**config.mk**
```make
export PLATFORM = sky130hd
export DESIGN_NAME = sargantana_icache_refill
export DESIGN_NICKNAME = d
export VERILOG_FILES = /design/src/rtl/sargantana_icache_pkg.sv /design/src/rtl/sargantana_icache_tzc_idx.sv /design/src/rtl/sargantana_icache_refill.sv
export SDC_FILE = /design/constraint.sdc
export NUM_CORES = 1
export LEC_CHECK = 0
export BUFFER_PORTS_ARGS = -buffer_cell sky130_fd_sc_hd__buf_2
export CELL_PAD_IN_SITES_DETAIL_PLACEMENT = 1
export CELL_PAD_IN_SITES_GLOBAL_PLACEMENT = 1
export CORE_MARGIN = 3
export CORE_UTILIZATION = 32
export DETAILED_ROUTE_END_ITERATION = 8
export PLACE_DENSITY_LB_ADDON = 0.1
export SYNTH_ARGS = -nofsm -noshare
export SYNTH_HDL_FRONTEND = slang
export SYNTH_SLANG_ARGS = --single-unit
```
**constraint.sdc**
```tcl
create_clock -name clk_i -period 4.7 [get_ports clk_i]
set_clock_uncertainty 0.1 [all_clocks]
set_input_delay 0.47 -clock clk_i [delete_from_list [all_inputs] [get_ports clk_i]]
set_output_delay 0.47 -clock clk_i [all_outputs]
set_load 0.1 [all_outputs]
```
**src/rtl/sargantana_icache_pkg.sv**
```systemverilog
// Shared definitions for the Sargantana instruction-cache refill slice.
// Cache geometry, the refill FSM state type, the victim pointer type and
// the helpers that build the L2 line address and one-hot way enables.
package sargantana_icache_pkg;

  localparam int ICACHE_N_WAY      = 4;
  localparam int ICACHE_TAG_WIDTH  = 22;
  localparam int ICACHE_IDX_WIDTH  = 6;
  localparam int WAY_WIDHT         = 128;
  localparam int PADDR_SIZE        = 32;
  // Byte offset within a line; refill requests are always line aligned.
  localparam int ICACHE_OFF_WIDTH  = PADDR_SIZE - ICACHE_TAG_WIDTH - ICACHE_IDX_WIDTH;
  localparam int VICTIM_PTR_W      = $clog2(ICACHE_N_WAY);

  typedef logic [VICTIM_PTR_W-1:0] victim_ptr_t;

  typedef enum logic [2:0] {
    IDLE  = 3'd0,
    REQ   = 3'd1,
    WAIT  = 3'd2,
    WRITE = 3'd3,
    DRAIN = 3'd4
  } refill_state_t;

  // Line address sent to L2: {tag, index, zero offset}.
  function automatic logic [PADDR_SIZE-1:0] make_paddr(
    input logic [ICACHE_TAG_WIDTH-1:0] tag,
    input logic [ICACHE_IDX_WIDTH-1:0] idx
  );
    make_paddr = {tag, idx, {ICACHE_OFF_WIDTH{1'b0}}};
  endfunction

  function automatic logic [ICACHE_N_WAY-1:0] way_onehot(input victim_ptr_t way);
    way_onehot      = '0;
    way_onehot[way] = 1'b1;
  endfunction

endpackage

```
**src/rtl/sargantana_icache_tzc_idx.sv**
```systemverilog
// Trailing-zero-count index: position of the lowest set bit of in_i.
// Ports:
//   in_i    [ICACHE_N_WAY-1:0]  vector to scan
//   idx_o   [VICTIM_PTR_W-1:0]  index of lowest set bit (0 when empty)
//   empty_o                     no bit of in_i is set
module sargantana_icache_tzc_idx
  import sargantana_icache_pkg::*;
(
  input  logic [ICACHE_N_WAY-1:0] in_i,
  output logic [VICTIM_PTR_W-1:0] idx_o,
  output logic                    empty_o
);

  // Scan from the top so the lowest set bit is the last one written.
  always_comb begin
    idx_o = '0;
    for (int i = ICACHE_N_WAY - 1; i >= 0; i--) begin
      if (in_i[i]) begin
        idx_o = VICTIM_PTR_W'(i);
      end
    end
    empty_o = ~|in_i;
  end

endmodule

```
**src/rtl/sargantana_icache_refill.sv**
```systemverilog
// Instruction-cache line refill controller.
// Accepts a miss, picks a victim way, requests the line from L2, waits for
// the single-beat response and installs tag, data and valid bit in one
// cycle. A kill aborts the refill; a response still owed by L2 is drained
// and discarded.
// Ports:
//   clk_i, rst_i                    clock, asynchronous active-high reset
//   miss_i/miss_ready_o             miss request handshake (ready = idle)
//   miss_idx_i, miss_tag_i          set index and tag of the missing line
//   way_valid_bits_i                valid bits of the indexed set
//   kill_i                          abort outstanding refill
//   ifill_req_valid_o/_ready_i      line request handshake to L2
//   ifill_req_paddr_o               line address {tag, idx, 0}
//   ifill_resp_valid_i, _data_i     full-line response from L2
//   tag_we_o, data_we_o, valid_set_o one-hot way write enables
//   wr_idx_o, wr_tag_o, wr_data_o   write payload
//   fill_done_o                     one-cycle pulse, line installed
module sargantana_icache_refill
  import sargantana_icache_pkg::*;
(
  input  logic                        clk_i,
  input  logic                        rst_i,
  input  logic                        miss_i,
  input  logic [ICACHE_IDX_WIDTH-1:0] miss_idx_i,
  input  logic [ICACHE_TAG_WIDTH-1:0] miss_tag_i,
  input  logic [ICACHE_N_WAY-1:0]     way_valid_bits_i,
  output logic                        miss_ready_o,
  input  logic                        kill_i,
  output logic                        ifill_req_valid_o,
  input  logic                        ifill_req_ready_i,
  output logic [PADDR_SIZE-1:0]       ifill_req_paddr_o,
  input  logic                        ifill_resp_valid_i,
  input  logic [WAY_WIDHT-1:0]        ifill_resp_data_i,
  output logic [ICACHE_N_WAY-1:0]     tag_we_o,
  output logic [ICACHE_N_WAY-1:0]     data_we_o,
  output logic [ICACHE_N_WAY-1:0]     valid_set_o,
  output logic [ICACHE_IDX_WIDTH-1:0] wr_idx_o,
  output logic [ICACHE_TAG_WIDTH-1:0] wr_tag_o,
  output logic [WAY_WIDHT-1:0]        wr_data_o,
  output logic                        fill_done_o
);

  refill_state_t               state_reg, state_next;
  logic [ICACHE_IDX_WIDTH-1:0] idx_reg;
  logic [ICACHE_TAG_WIDTH-1:0] tag_reg;
  logic [WAY_WIDHT-1:0]        data_reg;
  victim_ptr_t                 victim_reg;
  victim_ptr_t                 rr_ptr_reg;
  logic                        used_rr_reg;

  victim_ptr_t first_invalid;
  logic        set_full;
  victim_ptr_t victim_sel;
  logic        miss_accept;
  logic        resp_accept;

  sargantana_icache_tzc_idx u_tzc_idx (
    .in_i    (~way_valid_bits_i),
    .idx_o   (first_invalid),
    .empty_o (set_full)
  );

  // A free way always wins; the round-robin pointer only replaces live lines.
  assign victim_sel  = set_full ? rr_ptr_reg : first_invalid;
  // kill_i alongside a miss in IDLE means the miss is already stale.
  assign miss_accept = (state_reg == IDLE) && miss_i && !kill_i;
  assign resp_accept = (state_reg == WAIT) && ifill_resp_valid_i && !kill_i;

  // State register
  always_ff @(posedge clk_i or posedge rst_i) begin
    if (rst_i) begin
      state_reg <= IDLE;
    end else begin
      state_reg <= state_next;
    end
  end

  // Miss latches, response data latch and round-robin pointer
  always_ff @(posedge clk_i or posedge rst_i) begin
    if (rst_i) begin
      idx_reg     <= '0;
      tag_reg     <= '0;
      victim_reg  <= '0;
      used_rr_reg <= 1'b0;
      data_reg    <= '0;
      rr_ptr_reg  <= '0;
    end else begin
      if (miss_accept) begin
        idx_reg     <= miss_idx_i;
        tag_reg     <= miss_tag_i;
        victim_reg  <= victim_sel;
        used_rr_reg <= set_full;
      end
      if (resp_accept) begin
        data_reg <= ifill_resp_data_i;
      end
      // Advance only once a round-robin victim has actually been written.
      if ((state_reg == WRITE) && used_rr_reg) begin
        if (rr_ptr_reg == VICTIM_PTR_W'(ICACHE_N_WAY - 1)) begin
          rr_ptr_reg <= '0;
        end else begin
          rr_ptr_reg <= rr_ptr_reg + 1'b1;
        end
      end
    end
  end

  // Next-state logic
  always_comb begin
    state_next = state_reg;
    case (state_reg)
      IDLE: begin
        if (miss_accept) state_next = REQ;
      end
      REQ: begin
        // A handshake in the kill cycle still obliges L2 to answer.
        if (kill_i) begin
          state_next = ifill_req_ready_i ? DRAIN : IDLE;
        end else if (ifill_req_ready_i) begin
          state_next = WAIT;
        end
      end
      WAIT: begin
        if (ifill_resp_valid_i) begin
          state_next = kill_i ? IDLE : WRITE;
        end else if (kill_i) begin
          state_next = DRAIN;
        end
      end
      WRITE: begin
        state_next = IDLE;
      end
      DRAIN: begin
        if (ifill_resp_valid_i) state_next = IDLE;
      end
      default: begin
        state_next = IDLE;
      end
    endcase
  end

  // Output logic
  always_comb begin
    miss_ready_o      = 1'b0;
    ifill_req_valid_o = 1'b0;
    fill_done_o       = 1'b0;
    tag_we_o          = '0;
    data_we_o         = '0;
    valid_set_o       = '0;
    case (state_reg)
      IDLE: miss_ready_o = 1'b1;
      REQ:  ifill_req_valid_o = 1'b1;
      WRITE: begin
        tag_we_o    = way_onehot(victim_reg);
        data_we_o   = way_onehot(victim_reg);
        valid_set_o = way_onehot(victim_reg);
        fill_done_o = 1'b1;
      end
      default: begin
      end
    endcase
  end

  assign ifill_req_paddr_o = make_paddr(tag_reg, idx_reg);
  assign wr_idx_o          = idx_reg;
  assign wr_tag_o          = tag_reg;
  assign wr_data_o         = data_reg;

endmodule

```
# ---- After elaboration in Yosys (flattened, before gate mapping)
# Cells that the tools add are included.
dict set report word_totals {
  input_bits 166
  output_inout_bits 203
  register_bits 164
  wordCells 52
}
dict set report classes {
  magnitude_cmp 2
  n_addsub 1
  bitwise_logic 1
  reduce_logical 11
  n_mux 21
  n_eq_ne 9
}
# op n
set ops {}
lappend ops {{$mux 3} 7}
lappend ops {{$mux 2} 7}
lappend ops {{$pmux 3 s4} 1}
lappend ops {{$eq 3x2->1 const B} 2}
lappend ops {{$logic_and 1x1->1} 6}
lappend ops {{$ne 3x3->1 const B} 2}
lappend ops {{$mux 1} 4}
lappend ops {{$mux 4} 1}
lappend ops {{$ne 2x2->1 const B} 2}
lappend ops {{$not 4->4} 1}
lappend ops {{$reduce_and 4->1} 1}
lappend ops {{$reduce_or 4->1} 1}
lappend ops {{$eq 3x1->1 const B} 1}
lappend ops {{$eq 3x3->1 const B} 1}
lappend ops {{$logic_not 3->1} 1}
lappend ops {{$lt 2x3->1 const B} 1}
lappend ops {{$add 2x1->2 const B} 1}
lappend ops {{$demux 1 s2} 1}
lappend ops {{$eq 2x2->1 const B} 1}
lappend ops {{$ge 2x1->1 const B} 1}
lappend ops {{$logic_not 1->1} 2}

# ---- Logic depth before layout (Yosys ltp)
dict set report logic_depth {
  depth_word 6
  depth_mapped 7
  depth_no_buf 5
}

# ---- Hierarchy
# From an unflattened synthesis, not the netlist that was laid out.
dict set report unflattened {
  cells_unflattened 427
  hier_area_um2 7245.7
}
# mod area_per_inst_um2 n_inst seq_area_each_um2 cells_each
set modules_own_cells {}
lappend modules_own_cells {sargantana_icache_refill 7209.4 1 4103.9 421}
lappend modules_own_cells {sargantana_icache_tzc_idx 36.3 1 0.0 6}

# ---- Least setup slack after synthesis
# Ideal clock, no wire load.
dict set report synth_path {
  path_kind {reg-to-output}
  start {reg state_reg[1]}
  end {out tag_we_o[0]}
  stages_incl_launch_ff 6
  path_buffers 2
  path_slack_ps 656
  t_required_ps 4130
  arrival_ps 3474
  path_cell_list {dfrtp_1 -> buf_2 -> nor2b_1 -> nand2_1 -> nor3_1 -> buf_4}
}
dict set report synth_between {
  elab_chain_len 2
}
# item line_no
set synth_lines {}
lappend synth_lines {{start: declaration} sargantana_icache_refill.sv:43} ;# refill_state_t state_reg, state_next;
lappend synth_lines {{start signal: assignment} sargantana_icache_refill.sv:74} ;# state_reg <= state_next;
lappend synth_lines {{$eq 3x2->1} --}
lappend synth_lines {{$mux 4} --}
lappend synth_lines {{end: declaration} sargantana_icache_refill.sv:34} ;# output logic [ICACHE_N_WAY-1:0] tag_we_o,
# No other way between the ends.

# ---- Final worst setup path
dict set report layout_path {
  start {reg state_reg[1]}
  end {out data_we_o[0]}
}
dict set report layout_between {
  elab_chain_len 2
}
# item line_no
set layout_lines {}
lappend layout_lines {{$eq 3x2->1} sargantana_icache_refill.sv:150} ;# case (state_reg)
lappend layout_lines {{$mux 4} sargantana_icache_refill.sv:150}
lappend layout_lines {{end: declaration} sargantana_icache_refill.sv:35} ;# output logic [ICACHE_N_WAY-1:0] data_we_o,
# No other way between the ends.

==> impl_results.md <==
* Tightest Hold Check Type: in2async
* Avg Inst Size Synth at 17.0 µm²
* Hold_buf cts at 0
* Drt drc at 0
* Post-CTS Setup Inserts at 0
* Core box area at 22000 µm²
* Skew-Pair Late Insertion Delay at 0.41 ns
* CTS Buf Count at 17
* Post-synthesis register bit count at 164
* Max Cap Viol at 0
* RSZ-0062 raised after global routing: no
* HPWL Detailed at 14800 µm
* Drt via density at 4.40
* Synth Area in Compound Gates at 0.00503
* Clk root buf: clkbuf_16
* Starting Density at 0.328
* Pre-antenna DRT Iters at 4
* # setup viols final at 0
* Antenna Nets Post-Route at 0
* Setup tns final at 0 ns
* # fillers at 2375
* Ports at 369
* Initial antenna violation count at 3
* Final Cycle Share at 0.568
* Crit path largest cell delay at 0.55 ns
* Combinational family with the most area after synthesis: multiplexers
* Critical Path RT at 4.13 ns
* IO Port Bufs at 364
* CP Cell Sequence: nor2b_1 -> nand2_1 -> nor3_1 -> buf_2
* Final Max Tran Viols at 0
* Worst Max-Slew Pin Slew at 1.03 ns
* Max FFs per register at 128
* Routability cong. at 0.805
* Placed insts at 1015
* Detailed-route via count at 4609
* XOR/XNOR Fraction of Synth Area at 0
* CTS tree: done
* Critical path buffers and inverters at 1
* WL final at 19800 µm
* Clock Path Buffers at 2
* First-pass GRT wire length at 29600 µm
* Post-Synthesis Cells at 425
* Pin count of the biggest net entering global routing at 128
* Simple-gate portion of the synthesized area at 0.0201
* Fraction of layout cells with a size suffix above 1 at 0.719
* Die area at 24400 µm²
* FP Rows at 54
* Critical path endpoint category: primary output
* Largest fanout on the critical path at 9
* Vias in the first global route at 5123
* Initial DRC Count at 178
* CTS Sinks at 164
* Wirelength per Cell at 18.9 µm
* Mapped cell area at 7210 µm²
* Outcome: complete, no violations
* Sequential fraction of the synthesis area at 0.569
* FMAX at 375 MHz
* Adder-cell share of the synthesized area at 0.00173
* Die width at 156 µm
* Multiplexer share of the synthesized area at 0.330
* Final hold vios at 0
* Minimum clock period at 2.67 ns
* Post-layout util at 0.433
* Post-synth EDFFs at 0
* Critical setup path kind: reg2out
* H-tree depth at 4
* Reg area at 4100 µm²
* Worst Path Arrival at 2.10 ns
* CP Launch Type: flip-flop
* Slew margin rel. at 0.311
* FFs w/ async S/R, synth at 1.00
* Synth Warn # at 0
* Multi-input gate area at 2590 µm²
* Slowest CP cell: dfrtp_1
* Final #Nets at 921
* Die span in y at 156 µm
* Ys flop type: dfrtp_1
* Finished Layout Cells at 1047
* Grt ovf at 0
* Synth cell types at 27
* Gr usage total at 0.158
* Area grow syn2layout at 31.7%
* CP delay by family, top: simple AND/OR/NAND/NOR gates
* Post-CTS sizing at 0
* Reg clk slew, reported paths at 0.07 ns
==> worst register-to-register path, stage by stage, from the launching register on <==
cell and delay, ns:
dfrtp_1 0.45, nor2_4 0.18, and3_2 0.90, mux2_1 0.39
==> cell type report <==
type,count,area share
multi-input cells,198,0.273
clock buffers,17,0.0448
clock inverters,13,0.0136
inverters,6,0.00277
flip-flops and latches,164,0.432
diodes,2,0.000527
well taps,280,0.0369
repair buffers,367,0.197
==> metrics by stage <==
step	worst slack [ns]	area [µm²]	hold slack [ns]
6_report	2.03	9500	0.114
5_1_grt	1.85	9500	0.154
4_1_cts	2.01	9500	0.133
3_5_place_dp	2.45	8940	0.377
3_3_place_gp	2.48	8940	0.373
2_1_floorplan	0.656	7230	0.392
==> cell families (layout without fill, tap and decap cells) <==
group	count (synthesis)	after routing
AOI/OAI and AO/OA	5	5
adders and majority gates	1	1
buffers and inverters	66	403
DFF	164	164
muxes	163	163
other	1	6
and+or+nand+nor	25	25
==> layout by cell type (no fill, tap or decap) <==
cell type   synthesis  routed
clkbuf_16           0      17
nor2_1              6       6
nor2_4              1       1
nor3_1              4       4
inv_2               1       1
inv_1               5       4
a21oi_1             1       1
and3_2              0       1
o21a_1              1       1
clkinv_2            0       1
nand4_1             2       2
nand2_1             6       6
o211ai_1            1       1
mux2_4            147     147
o31ai_1             1       1
buf_12              0       2
buf_2               3     364
mux2i_1             4       4
nand4b_4            1       1
and2_1              1       1
mux2_2              1       1
mux2_1             11      11
diode_2             0       2
dfrtp_1           164     164
ha_1                1       1
clkinvlp_4          0       7
bufinv_16           0       1
inv_8               0       2
buf_4              40       1
o221ai_1            1       1
conb_1              1       4
nor2b_1             2       2
nor3b_1             1       1
inv_6               0       2
clkinv_4            0       1
==> worst paths after layout <==
path / slack, ns / cells after the start / end / start
min in group clk_i: 0.17 / 2 / wr_idx_o[4] / miss_idx_i[4]
worst max-delay path: 2.03 / 4 / data_we_o[0] / state_reg[1]
max in group asynchronous: 3.17 / 3 / wr_data_o[59] / rst_i
worst min-delay path: 0.11 / 2 / wr_tag_o[17] / rst_i
worst max register to register: 2.57 / 3 / wr_idx_o[4] / state_reg[2]
worst min register to register: 0.40 / 1 / wr_data_o[18] / wr_data_o[18]
==> cells in the mapped netlist, types with 2 or more instances <==
cell type / instances / area share
mux2i_1: 4 / 0.0056
inv_1: 5 / 0.0026
nand4_1: 2 / 0.0017
buf_2: 3 / 0.0021
nand2_1: 6 / 0.0031
buf_6: 17 / 0.027
nor2_1: 6 / 0.0031
mux2_1: 11 / 0.017
nor3_1: 4 / 0.0028
mux2_4: 147 / 0.31
dfrtp_1: 164 / 0.57
buf_4: 40 / 0.042
nor2b_1: 2 / 0.0017
==> metal layers <==
layer / track usage / wire (µm)
met1: 0.175 / 7350
met2: 0.285 / 10500
met3: 0.0558 / 1560
met4: 0.0459 / 318
met5: 0 / 19
Power is not shown: default switching activity piles up to over one toggle a cycle in this logic, so the estimate is an artifact.
